**src/rtl/pe_mac_dbuf.sv**
```systemverilog
// Weight-stationary systolic PE: double-buffered weight, two-stage signed/unsigned MAC,
// pass-through (WS) or local accumulate-and-emit (ACC) psum, optional saturation.
module pe_mac_dbuf #(
    parameter int DATA_WIDTH = 8,
    parameter int PSUM_WIDTH = 32,
    parameter int SATURATE   = 0
) (
    input  logic                  clk,
    input  logic                  rst,
    input  logic                  cfg_signed_i,
    input  logic                  cfg_mode_i,
    input  logic [DATA_WIDTH-1:0] weight_i,
    input  logic                  weight_load_i,
    input  logic                  weight_swap_i,
    output logic [DATA_WIDTH-1:0] weight_o,
    output logic                  weight_load_o,
    output logic                  weight_swap_o,
    input  logic [DATA_WIDTH-1:0] ifmap_i,
    input  logic                  ifmap_valid_i,
    input  logic                  ifmap_last_i,
    output logic [DATA_WIDTH-1:0] ifmap_o,
    output logic                  ifmap_valid_o,
    output logic                  ifmap_last_o,
    input  logic [PSUM_WIDTH-1:0] psum_i,
    input  logic                  psum_valid_i,
    output logic [PSUM_WIDTH-1:0] psum_o,
    output logic                  psum_valid_o,
    output logic                  ovf_o
);

    localparam int PW = 2 * DATA_WIDTH;
    localparam int P  = PSUM_WIDTH;

    typedef enum logic {
        ACC_IDLE,
        ACC_RUN
    } acc_state_t;

    // Forwarding registers
    logic [DATA_WIDTH-1:0] r_weight_fwd;
    logic                  r_weight_load_fwd;
    logic                  r_weight_swap_fwd;
    logic [DATA_WIDTH-1:0] r_ifmap_fwd;
    logic                  r_ifmap_valid_fwd;
    logic                  r_ifmap_last_fwd;

    // Weight double buffer
    logic [DATA_WIDTH-1:0] r_shadow;
    logic [DATA_WIDTH-1:0] r_active;

    // Stage 1
    logic                  r_s1_valid;
    logic                  r_s1_last;
    logic                  r_s1_signed;
    logic                  r_s1_mode;
    logic [PW-1:0]         r_s1_prod;
    logic [P-1:0]          r_s1_psum;

    // Stage 2 / accumulator
    acc_state_t            r_state;
    logic [P-1:0]          r_acc;
    logic [P-1:0]          r_psum;
    logic                  r_psum_valid;
    logic                  r_ovf;

    logic [PW-1:0]         w_ifmap_sx;
    logic [PW-1:0]         w_weight_sx;
    logic [PW-1:0]         w_ifmap_zx;
    logic [PW-1:0]         w_weight_zx;
    logic [PW-1:0]         w_prod_s;
    logic [PW-1:0]         w_prod_u;
    logic [PW-1:0]         w_prod;

    logic [P:0]            w_prod_x;
    logic [P-1:0]          w_addend;
    logic [P:0]            w_add_x;
    logic [P:0]            w_sum;
    logic                  w_ovf;
    logic [P-1:0]          w_sat;
    logic [P-1:0]          w_result;

    // Unconditional one-cycle daisy chain gives the array its one-cycle-per-PE skew
    always_ff @(posedge clk) begin
        if (rst) begin
            r_weight_fwd      <= '0;
            r_weight_load_fwd <= 1'b0;
            r_weight_swap_fwd <= 1'b0;
            r_ifmap_fwd       <= '0;
            r_ifmap_valid_fwd <= 1'b0;
            r_ifmap_last_fwd  <= 1'b0;
        end else begin
            r_weight_fwd      <= weight_i;
            r_weight_load_fwd <= weight_load_i;
            r_weight_swap_fwd <= weight_swap_i;
            r_ifmap_fwd       <= ifmap_i;
            r_ifmap_valid_fwd <= ifmap_valid_i;
            r_ifmap_last_fwd  <= ifmap_last_i;
        end
    end

    // Simultaneous load and swap: active takes the old shadow, shadow takes weight_i
    always_ff @(posedge clk) begin
        if (rst) begin
            r_shadow <= '0;
            r_active <= '0;
        end else begin
            if (weight_swap_i) begin
                r_active <= r_shadow;
            end
            if (weight_load_i) begin
                r_shadow <= weight_i;
            end
        end
    end

    // Operands widened to the product width so the low PW bits are exact either way
    assign w_ifmap_sx  = {{DATA_WIDTH{ifmap_i[DATA_WIDTH-1]}}, ifmap_i};
    assign w_weight_sx = {{DATA_WIDTH{r_active[DATA_WIDTH-1]}}, r_active};
    assign w_ifmap_zx  = {{DATA_WIDTH{1'b0}}, ifmap_i};
    assign w_weight_zx = {{DATA_WIDTH{1'b0}}, r_active};
    assign w_prod_s    = w_ifmap_sx * w_weight_sx;
    assign w_prod_u    = w_ifmap_zx * w_weight_zx;
    assign w_prod      = cfg_signed_i ? w_prod_s : w_prod_u;

    always_ff @(posedge clk) begin
        if (rst) begin
            r_s1_valid  <= 1'b0;
            r_s1_last   <= 1'b0;
            r_s1_signed <= 1'b0;
            r_s1_mode   <= 1'b0;
            r_s1_prod   <= '0;
            r_s1_psum   <= '0;
        end else begin
            r_s1_valid <= ifmap_valid_i;
            if (ifmap_valid_i) begin
                r_s1_last   <= ifmap_last_i;
                r_s1_signed <= cfg_signed_i;
                r_s1_mode   <= cfg_mode_i;
                r_s1_prod   <= w_prod;
                r_s1_psum   <= psum_valid_i ? psum_i : '0;
            end
        end
    end

    // One extra bit of headroom exposes signed overflow and unsigned carry-out
    assign w_prod_x = r_s1_signed ? {{(P + 1 - PW){r_s1_prod[PW-1]}}, r_s1_prod}
                                  : {{(P + 1 - PW){1'b0}}, r_s1_prod};
    assign w_addend = r_s1_mode ? ((r_state == ACC_RUN) ? r_acc : '0) : r_s1_psum;
    assign w_add_x  = {r_s1_signed & w_addend[P-1], w_addend};
    assign w_sum    = w_prod_x + w_add_x;
    assign w_ovf    = r_s1_signed ? (w_sum[P] ^ w_sum[P-1]) : w_sum[P];
    assign w_sat    = r_s1_signed ? (w_sum[P] ? {1'b1, {(P-1){1'b0}}} : {1'b0, {(P-1){1'b1}}})
                                  : {P{1'b1}};
    assign w_result = ((SATURATE != 0) && w_ovf) ? w_sat : w_sum[P-1:0];

    // A WS sample arriving during an open ACC run drops the partial sum silently
    always_ff @(posedge clk) begin
        if (rst) begin
            r_state      <= ACC_IDLE;
            r_acc        <= '0;
            r_psum       <= '0;
            r_psum_valid <= 1'b0;
            r_ovf        <= 1'b0;
        end else begin
            r_psum_valid <= 1'b0;
            if (r_s1_valid) begin
                if (w_ovf) begin
                    r_ovf <= 1'b1;
                end
                if (!r_s1_mode || r_s1_last) begin
                    r_psum       <= w_result;
                    r_psum_valid <= 1'b1;
                    r_state      <= ACC_IDLE;
                    r_acc        <= '0;
                end else begin
                    r_acc   <= w_result;
                    r_state <= ACC_RUN;
                end
            end
        end
    end

    assign weight_o      = r_weight_fwd;
    assign weight_load_o = r_weight_load_fwd;
    assign weight_swap_o = r_weight_swap_fwd;
    assign ifmap_o       = r_ifmap_fwd;
    assign ifmap_valid_o = r_ifmap_valid_fwd;
    assign ifmap_last_o  = r_ifmap_last_fwd;
    assign psum_o        = r_psum;
    assign psum_valid_o  = r_psum_valid;
    assign ovf_o         = r_ovf;

endmodule

```
**config.mk**
```make
export PLATFORM = sky130hd
export DESIGN_NAME = pe_mac_dbuf
export DESIGN_NICKNAME = d
export VERILOG_FILES = /design/src/rtl/pe_mac_dbuf.sv
export SDC_FILE = /design/constraint.sdc
export NUM_CORES = 1
export LEC_CHECK = 0
export ABC_AREA = 1
export CAP_MARGIN = 20
export CORE_ASPECT_RATIO = 0.8
export CORE_MARGIN = 2
export CORE_UTILIZATION = 54
export CTS_CLUSTER_SIZE = 40
export DETAILED_ROUTE_END_ITERATION = 10
export PLACE_DENSITY = 0.91
export RECOVER_POWER = 25
export SLEW_MARGIN = 20
export SYNTH_ARGS = -nofsm -noshare
export SYNTH_HDL_FRONTEND = slang
export SYNTH_SLANG_ARGS = --single-unit
```
**constraint.sdc**
```tcl
create_clock -name clk -period 4.77 [get_ports clk]
set_input_delay 0.477 -clock clk [delete_from_list [all_inputs] [get_ports clk]]
set_output_delay 0.477 -clock clk [all_outputs]
set_load 0.02 [all_outputs]
```
==> results of run 1 <==
[final cells by class]
class | count | area [µm²]
fill | 1780 | 7160
tap | 300 | 375
clock buffer | 18 | 429
inverter | 309 | 1160
timing repair buffer | 193 | 1730
multi-input combinational | 1189 | 7680
clock inverter | 14 | 178
sequential | 154 | 3090
[worst max-delay path by stage]
stage / start / endpoint / slack (ps) / cells past startpoint
floorplan: ifmap_i[1] / r_s1_prod[12] / 290 / 21
global route: ifmap_i[1] / r_s1_prod[9] / -3 / 21
global placement: ifmap_i[4] / r_s1_prod[13] / -290 / 20
detailed placement: ifmap_i[3] / r_s1_prod[9] / -430 / 21
finish: r_active[4] / r_s1_prod[9] / 120 / 18
CTS: ifmap_i[1] / r_s1_prod[9] / 20 / 20
[cells in the final DEF (no fill, tap or decap), types with 3 or more instances in the layout]
cell type / count
o21bai_1: 11
xor2_1: 14
clkinv_1: 3
a21oi_2: 11
nand3_1: 110
inv_8: 3
nor2_4: 3
clkdlybuf4s50_1: 100
nor2_2: 4
buf_4: 84
nor3_2: 3
o211ai_1: 3
clkbuf_16: 17
a31oi_1: 4
dlymetal6s2s_1: 6
nand2_2: 11
o21ai_0: 63
o21ai_1: 3
nand3b_1: 5
inv_1: 300
nand2_1: 445
a21oi_1: 134
inv_2: 6
nor2_1: 112
nand4_1: 7
ha_1: 90
or2_1: 10
a22o_1: 6
nor3_1: 7
fa_1: 84
xnor2_1: 14
nand3_2: 3
o21ai_2: 4
dfxtp_1: 152
inv_6: 5
[where the power goes]
part / switching (mW) / total, mW / internal, mW
sequential: 0.0465 / 1.39 / 1.35
combinational: 0.809 / 1.39 / 0.585
clock: 0.653 / 1.45 / 0.795
[logic make-up after synthesis]
logic type | share of synthesized area, %
adder cells (fa/ha/maj) | 23.5
AO/OA/AOI/OAI | 12.1
XOR/XNOR | 2.03
AND/OR/NAND/NOR | 25.2
flip-flops | 25.5
buffers and inverters | 11.7
[state kept, by name, summed over array words and instances, names as in the netlist]
name	cells
weight_load_o	1
r_s1_psum	32
r_active	8
r_s1_prod	16
ovf_o	1
ifmap_last_o	1
r_s1_valid	1
r_shadow	8
psum_o	32
ifmap_o	8
r_s1_mode	1
r_state	1
r_acc	32
r_s1_signed	1
weight_o	8
weight_swap_o	1
psum_valid_o	1
r_s1_last	1
[worst max-delay path: stages, from the launching register on]
cell      delay (ps)
dfxtp_1          590
nand2_1          150
fa_1             570
fa_1             560
inv_1             60
fa_1             540
inv_1             60
fa_1             530
inv_1             40
ha_1             330
a21oi_2          190
inv_1             90
a31oi_4          170
buf_4            140
nor2_1            40
o21ai_1          190
nand3_1          120
o211ai_1         110
inv_1             60
[through the flow]
stage / std cells / hold WS [ps] / power (mW) / util, %
6_report: 2177 / 379 / 4.24 / 67.1
3_5_place_dp: 2145 / 443 / 2.75 / 64.0
3_3_place_gp: 2145 / 436 / 2.69 / 64.0
4_1_cts: 2177 / 457 / 4.18 / 66.8
2_1_floorplan: 1715 / 428 / 2.22 / -
5_1_grt: 2177 / 397 / 4.46 / 67.1
[metal layers]
metal	track usage [%]	share of wire, %	vias up
met5	0	0	-
met4	10.2	2.7	0
li1	-	-	5648
met3	5.76	8.5	75
met2	47.9	44	506
met1	43.4	45	5502
[repair_timing]
action / in CTS / in global routing
endpoints found under the hold margin: 0 / 0
setup endpoints to repair: 3 / 7
resized for setup: 3 / 26
pin swaps: 0 / 1
==> results_dict.tcl, run 1 <==
set metrics [dict create \
    r2r_startpoint "r_active[4]" \
    synth.ff_latch_count 154 \
    dominant_register_cell_in_the_synthesized_netlist "dfxtp_1" \
    placedInstanceArea_um2 13900 \
    tightest_slew_ps 947 \
    design.portCount 111 \
    synth.yosys.warnings 0 \
    wl_per_cell_um 15.9 \
    port_buffers 110 \
    core_region_area_um2 21800 \
    cts-buffers-inserted 17 \
    synth_area_per_cell_um2 7.06 \
    post-synth-top-area-fraction_pct 25.5 \
    timing.setup.critical_path_class "flip-flop to flip-flop" \
    min-delay-path-class "primary input to flip-flop" \
    grt_first_pass_wirelength_mm 56.6 \
    floorplan.die.height_um 138 \
    post-route-cell-area_um2 14600 \
    ys_top_cells_by_count "446 x nand2_1, 300 x inv_1, 154 x dfxtp_1" \
    floorplan.initialDensity_pct 55.5 \
    worstReg2RegEnd "r_s1_prod[9]" \
    hold_viol 0 \
    vias_per_cell 5.39 \
    ys_top_cells_by_area "dfxtp_1 25%, fa_1 14%, nand2_1 14%" \
    fmaxAchievable_mhz 215 \
    holdPathStages 3 \
    pre_cts_ws_ps -430 \
    layout.nets 2097 \
    top_cell_type_by_total_area_after_synthesis "dfxtp_1" \
    ir_drop_mv 0.258 \
    netlist_area_um2 12100 \
    gp_congestion 0.979 \
    end_kind "flip-flop" \
    post_cts.repair.setup_buffers 0 \
    number_of_synthesized_flops_with_an_enable_pin 0 \
    netlist-cell-type-count 50 \
    hpwl_mm 26.9 \
    cts_tree "yes" \
    grt_pass1_vias 11400 \
    cp-start-kind "flip-flop" \
    critPathRequiredTime_ps 5110 \
    clock_latency_ps 450 \
    drt_pre_antenna_iters 5 \
    diodes 0 \
    cts_hold_repair.buffers 0 \
    timing.max_cap.violations 0 \
    die_area_um2 23600 \
    fin_setup_tns_ps 0 \
    r2r.worst_path.cells 18 \
    antenna_found_initial 0 \
    power_per_cell_area_nw_per_um2 289 \
    num_vias 11700 \
    async_reset_ff_share_pct 0 \
    globalRouteOverflowTotal 0 \
    antenna_left 0 \
    finClkSkew_ps 10.5 \
    report.final.setup_viol 0 \
    cts_root_buffer "clkbuf_16" \
    worst_hold_path.endpoint "ifmap_o[2]" \
    clock-sinks 154 \
    syn-instance-count 1715 \
    crit_fanout 9 \
    cts_max_path_buffers 2 \
    proportion_of_synthesized_chip_area_in_sequential_cells_pct 25.5 \
    critical_path_arrival_ps 4990 \
    die_w_um 171 \
    syn-num-nets 1948 \
    cts_htree_levels 4 \
    final_routed_wirelength_mm 34.7 \
    hold_path.startpoint "ifmap_i[2]" \
    timing.final.ws_setup_ps 120 \
    worst_slew_margin_rel_pct 36.9 \
    post-route-period-util_pct 97.5 \
    synth.most_common_cell "nand2_1" \
    global_route.usage.total_pct 30.8 \
    row_count 48 \
    final_layout_size_suffix_gt1_share_pct 9.43 \
    drv_slew 0 \
    area.growth.synth_to_final_pct 21.0 \
    grt_start_max_net_pins 61 \
    setup.reg_to_reg.worst_slack_ps 120 \
    p_leak_nw 7.43 \
    detailedRoute.firstIterationViolations 1042 \
    dr_drc_count 0 \
    timing.final.crit_period_ps 4650 \
    clkSlewWorstSetupHoldPaths_ps 80 \
    status "finished clean" \
]
Power figures use the tool's default switching activity.
==> run 2: changes to the inputs <==
--- a/config.mk
+++ b/config.mk
@@ -5,14 +5,14 @@
 export SDC_FILE = /design/constraint.sdc
 export NUM_CORES = 1
 export LEC_CHECK = 0
-export ABC_AREA = 1
+export ABC_AREA = 0
 export CAP_MARGIN = 20
 export CORE_ASPECT_RATIO = 0.8
 export CORE_MARGIN = 2
-export CORE_UTILIZATION = 54
+export CORE_UTILIZATION = 53
 export CTS_CLUSTER_SIZE = 40
 export DETAILED_ROUTE_END_ITERATION = 10
-export PLACE_DENSITY = 0.91
+export PLACE_DENSITY = 0.9
 export RECOVER_POWER = 25
 export SLEW_MARGIN = 20
 export SYNTH_ARGS = -nofsm -noshare
==> run 2 against run 1 <==
Utilization increased by 0.22 points; clock power decreased by 4%; critical endpoint is now r_s1_prod[15]; clock-buffer cell count increased by 2; largest power group unchanged; synthesized cell count decreased by 21%; highest routed layer unchanged.
==> results_dict.tcl, run 2 <==
set metrics [dict create \
    syn-num-nets 1592 \
    timing.max_cap.violations 0 \
    grt_pass1_vias 10500 \
    critical_path_arrival_ps 4970 \
    p_leak_nw 6.37 \
    proportion_of_synthesized_chip_area_in_sequential_cells_pct 27.0 \
    drv_slew 0 \
    hold_path.startpoint "ifmap_i[2]" \
    worstReg2RegEnd "r_s1_prod[15]" \
    clkSlewWorstSetupHoldPaths_ps 60 \
    ir_drop_mv 0.206 \
    diodes 0 \
    worst_hold_path.endpoint "ifmap_o[2]" \
    port_buffers 110 \
    most_frequent_cells_in_the_layout "200 x inv_1, 146 x dfxtp_1, 138 x nand2_1, 127 x nor2_1, 100 x clkdlybuf4s50_1" \
    critPathRequiredTime_ps 5060 \
    row_count 47 \
    dr_drc_count 0 \
    final_routed_wirelength_mm 31.2 \
    dominant_register_cell_in_the_synthesized_netlist "dfxtp_1" \
    holdPathStages 2 \
    cts_tree "yes" \
    grt_start_max_net_pins 61 \
    ys_top_cells_by_count "202 x inv_1, 154 x dfxtp_1, 140 x nand2_1" \
    synth.yosys.warnings 0 \
    post-synth-top-area-fraction_pct 27.0 \
    netlist-cell-type-count 63 \
    tightest_slew_ps 1090 \
    die_area_um2 22700 \
    syn-instance-count 1359 \
    fin_worst_hold_slack_ps 435 \
    core_region_area_um2 20900 \
    r2r_startpoint "r_active[7]" \
    power_per_cell_area_nw_per_um2 243 \
    antenna_left 0 \
    crit_fanout 3 \
    synth_area_per_cell_um2 8.39 \
    crit_start "r_active[7]" \
    wl_per_cell_um 17.4 \
    floorplan.die.height_um 135 \
    antenna_found_initial 0 \
    cts-buffers-inserted 17 \
    gp_congestion 0.917 \
    report.final.setup_viol 0 \
    global_route.usage.total_pct 27.5 \
    async_reset_ff_share_pct 0 \
    timing.final.crit_period_ps 4680 \
    design.portCount 111 \
    hold_viol 0 \
    grt_first_pass_wirelength_mm 50.3 \
    clock-sinks 154 \
    n_fill_cell 1587 \
    cp-start-kind "flip-flop" \
    status "finished clean" \
    globalRouteOverflowTotal 0 \
    clock_latency_ps 430 \
    min-delay-path-class "primary input to flip-flop" \
    placedInstanceArea_um2 13300 \
    layout.nets 1747 \
    detailedRoute.firstIterationViolations 946 \
    drt_pre_antenna_iters 8 \
    number_of_synthesized_flops_with_an_enable_pin 0 \
    pre_cts_ws_ps -794 \
    netlist_area_um2 11400 \
    post-route-period-util_pct 98.0 \
    area.growth.synth_to_final_pct 23.3 \
    ys_top_cells_by_area "dfxtp_1 27%, fa_1 15%, ha_1 9.9%" \
    cts_hold_repair.buffers 0 \
    die_w_um 168 \
    hpwl_mm 23.1 \
    fmaxAchievable_mhz 214 \
    synth.most_common_cell "inv_1" \
    worst_slew_margin_rel_pct 26.9 \
    top_cell_type_by_total_area_after_synthesis "dfxtp_1" \
    finClkSkew_ps 8.57 \
    unrepaired_setup_endpoints_after_global_routing "true" \
    cts_root_buffer "clkbuf_16" \
    mostFrequentLayoutCell "inv_1" \
    setup.reg_to_reg.worst_slack_ps 90 \
    timing.setup.critical_path_class "flip-flop to flip-flop" \
    synth.ff_latch_count 154 \
    utilization_pct 67.4 \
    post-route-cell-area_um2 14100 \
    vias_per_cell 5.65 \
    end_kind "flip-flop" \
    total_power_consumption_mw 3.41 \
    cts_max_path_buffers 2 \
    cts_htree_levels 4 \
    floorplan.initialDensity_pct 54.6 \
    num_vias 10100 \
    timing.final.ws_setup_ps 94.9 \
    r2r.worst_path.cells 19 \
    final_layout_size_suffix_gt1_share_pct 12.8 \
]
run 2: cell count changes in the layout (fill, tap and decap cells not counted), sizes merged, moves of 13 or more:
cell	change
nand2	-316
inv	-112
nand3	-93
a21oi	-75
and2	+43
a2bb2oi	+32
nor2b	+29
a22oi	+28
mux2i	+25
xnor2	+21
a21o	+17
a211oi	+13
run 2: metal layers:
metal / up-vias / GRT usage (%) / part of all wire [%]
li1: 4755 / - / -
met1: 4879 / 36.6 / 44
met2: 451 / 45.3 / 46
met3: 62 / 6.16 / 8.8
met4: 0 / 8.12 / 1.8
met5: - / 0 / 0
run 2: kinds of logic (layout without fill, tap and decap cells):
logic type,after synthesis,in the layout,synth area share (%)
buffers and inverters,269,436,8.86
and+or+nand+nor,407,407,16.2
DFF,154,154,27.0
AOI/OAI and AO/OA,275,275,16.7
adders and majority gates,176,176,25.0
xor gates and xnor gates,51,51,3.92
muxes,27,27,2.39
run 2: worst max-delay path by stage:
stage / to / slack, ps
after floorplan: r_s1_prod[14] / 2
after global placement: r_s1_prod[14] / -590
after detailed placement: r_s1_prod[14] / -790
after CTS: r_s1_prod[14] / 0.04
after global routing: r_s1_prod[14] / -60
final: r_s1_prod[15] / 90
run 2: critical path: stages, from the launching register on:
cell and delay, ps:
dfxtp_2 340, buf_4 160, and2_4 140, fa_1 530, inv_1 50, fa_1 550
inv_1 70, fa_1 550, inv_1 70, fa_1 540, inv_1 50, ha_1 280
a21boi_2 170, o21ai_2 180, a21boi_2 100, o2111ai_2 250, nand3_2 110, and4_1 190
o21ai_1 130, a21oi_1 80
run 2: where the power goes:
part           total (mW)  switching (mW)  leakage [nW]  internal, mW
combinational       0.668           0.373          4.83         0.295
clock                1.39           0.554         0.278         0.833
sequential           1.36          0.0295          1.26          1.33
run 2: repair_timing:
| action | 4_1_cts | 5_1_grt |
|---|---|---|
| setup buffers | 0 | 2 |
| pin swaps | 2 | 28 |
| endpoints found under the setup margin | 6 | 6 |
| gates resized for setup | 25 | 58 |
run 2: stage by stage:
step                      cells  TNS [ps]
after floorplan            1359         0
after global placement     1762     -3090
after detailed placement   1762     -4530
after CTS                  1793         0
after global routing       1795      -262
final                      1795         0
run 2: cell type report:
class	instances	area (µm²)	share of cell area, %
Multi-Input combinational cell	936	7490	53.2
Tap cell	269	337	2.39
Timing Repair Buffer	202	1770	12.6
Clock inverter	11	148	1.05
Clock buffer	20	447	3.18
Sequential cell	154	3110	22.1
Inverter	203	762	5.42
==> run 3: changes to the inputs <==
--- a/config.mk
+++ b/config.mk
@@ -5,14 +5,13 @@
 export SDC_FILE = /design/constraint.sdc
 export NUM_CORES = 1
 export LEC_CHECK = 0
-export ABC_AREA = 0
+export ABC_AREA = 1
 export CAP_MARGIN = 20
 export CORE_ASPECT_RATIO = 0.8
-export CORE_MARGIN = 2
-export CORE_UTILIZATION = 53
+export CORE_UTILIZATION = 54
 export CTS_CLUSTER_SIZE = 40
 export DETAILED_ROUTE_END_ITERATION = 10
-export PLACE_DENSITY = 0.9
+export PLACE_DENSITY = 0.91
 export RECOVER_POWER = 25
 export SLEW_MARGIN = 20
 export SYNTH_ARGS = -nofsm -noshare
==> run 3 against run 2 <==
Combinational power is 110% higher; clock-buffer cell count is 3 lower; cell count is 22% higher; critical path depth is 3 higher; the run now ends with capacitance limit, slew limit left; sequential share of layout area is 1.2 points lower; critical path type is now primary input to flip-flop.
==> results_dict.tcl, run 3 (synthesis gave the netlist of run 1 again) <==
set metrics [dict create \
    status "finished with violations" \
    failed_checks "capacitance limit, slew limit" \
    diodes 0 \
    dp.cells 2157 \
    hpwl_mm 26.8 \
    crit_start "ifmap_i[7]" \
    tightest_slew_ps 2050 \
    clock_latency_ps 440 \
    worst_slew_margin_rel_pct -36.4 \
    design.portCount 111 \
    clkSlewWorstSetupHoldPaths_ps 70 \
    unrepaired_setup_endpoints_after_global_routing "false" \
    cts_htree_levels 4 \
    fmaxAchievable_mhz 219 \
    cts_max_path_buffers 2 \
    power_per_cell_area_nw_per_um2 286 \
    gp_congestion 0.971 \
    report.final.setup_viol 0 \
    routed_metal_1_wire_length_mm 16.1 \
    row_count 48 \
    crit_fanout 4 \
    cp-start-kind "primary input" \
    r2r_startpoint "r_active[4]" \
    setup.reg_to_reg.worst_slack_ps 270 \
    dr_drc_count 0 \
    num_vias 11800 \
    drv_slew 44 \
    r2r.worst_path.cells 20 \
    p_leak_nw 7.50 \
    placedInstanceArea_um2 14000 \
    critPathRequiredTime_ps 5100 \
    final_layout_size_suffix_gt1_share_pct 10.4 \
    layout.nets 2110 \
    globalRouteOverflowTotal 0 \
    antenna_left 0 \
    global_route.usage.total_pct 31.1 \
    cts_hold_repair.buffers 0 \
    wl_per_cell_um 15.8 \
    die_w_um 169 \
    drt_pre_antenna_iters 8 \
    cts-buffers-inserted 17 \
    min-delay-path-class "primary input to flip-flop" \
    detailedRoute.firstIterationViolations 1094 \
    end_kind "flip-flop" \
    holdPathStages 3 \
    fin_setup_tns_ps 0 \
    wl_met3_mm 2.68 \
    most_frequent_cells_in_the_layout "444 x nand2_1, 298 x inv_1, 149 x dfxtp_1, 134 x a21oi_1, 112 x nor2_1" \
    grt_start_max_net_pins 62 \
    wl_met2_mm 15.3 \
    ir_drop_mv 0.226 \
    clock-sinks 154 \
    timing.setup.critical_path_class "primary input to flip-flop" \
    critical_path_arrival_ps 4900 \
    hold_viol 0 \
    fin_worst_hold_slack_ps 354 \
    final_routed_wirelength_mm 34.7 \
    timing.final.crit_period_ps 4570 \
    finClkSkew_ps 12.8 \
    antenna_found_initial 0 \
    port_buffers 110 \
    mostFrequentLayoutCell "nand2_1" \
    post-route-cell-area_um2 14700 \
    grt_pass1_vias 11300 \
    die_area_um2 23000 \
    grt_first_pass_wirelength_mm 56.2 \
    floorplan.initialDensity_pct 55.5 \
    maxUsedRoutingLayer "met4" \
    core_region_area_um2 21800 \
    finalNonFillerCells 2190 \
    post-route-period-util_pct 95.8 \
    vias_per_cell 5.37 \
    timing.max_cap.violations 1 \
    cts_root_buffer "clkbuf_16" \
    area.growth.synth_to_final_pct 21.8 \
    floorplan.die.height_um 136 \
    cts_tree "yes" \
    hold_path.startpoint "ifmap_i[1]" \
]
run 3: final timing paths:
kind	endpoint
worst min-delay path	ifmap_o[1]
worst max-delay path	r_s1_prod[13]
worst max register to register	r_s1_prod[13]
worst min register to register	psum_o[21]
run 3: what timing repair did:
item,4_1_cts,5_1_grt
setup endpoints to repair,3,7
buffers inserted,0,1
gates resized for setup,3,30
hold endpoints to repair,0,0
pin swaps,0,3
cloned,0,0
run 3: area by class of cell:
cell class / instances / area, µm²
clock buffers: 17 / 425
inverters: 309 / 1160
repair buffers: 206 / 1830
flip-flops and latches: 154 / 3090
well taps: 300 / 375
multi-input cells: 1189 / 7670
clock inverters: 15 / 186
fillers: 1801 / 7060
run 3: report_power, final:
| group | internal, mW | total [mW] | switching [mW] |
|---|---|---|---|
| Sequential | 1.35 | 1.39 | 0.0475 |
| Combinational | 0.609 | 1.41 | 0.796 |
| Clock | 0.753 | 1.41 | 0.662 |
| Total | 2.71 | 4.21 | 1.51 |
run 3: stage by stage:
step	util [%]	setup slack [ps]	power [mW]
global placement	64.4	-427	2.72
CTS	67.2	51.6	4.17
global route	67.6	1.09	4.43
finish	67.6	198	4.21
detailed placement	64.4	-486	2.76
floorplan	-	288	2.22
run 3: layer usage:
metal	track usage, %	up-vias
met5	0	-
met4	8.46	0
met3	4.83	63
met2	48.9	507
met1	44.4	5525
li1	-	5672
run 3: critical path: stages:
cell             delay (ps)
clkdlybuf4s50_1         530
buf_4                   150
nand2_2                  90
fa_1                    490
fa_1                    510
inv_1                    50
fa_1                    490
inv_1                    70
fa_1                    540
inv_1                    50
ha_1                    220
buf_4                   140
a21oi_2                 170
inv_1                    70
a31oi_2                 210
o21ai_2                 120
nand2_1                 110
nand3_1                  80
nand3_1                 130
nand3_1                  90
nand2_1                  90
inv_1                    30
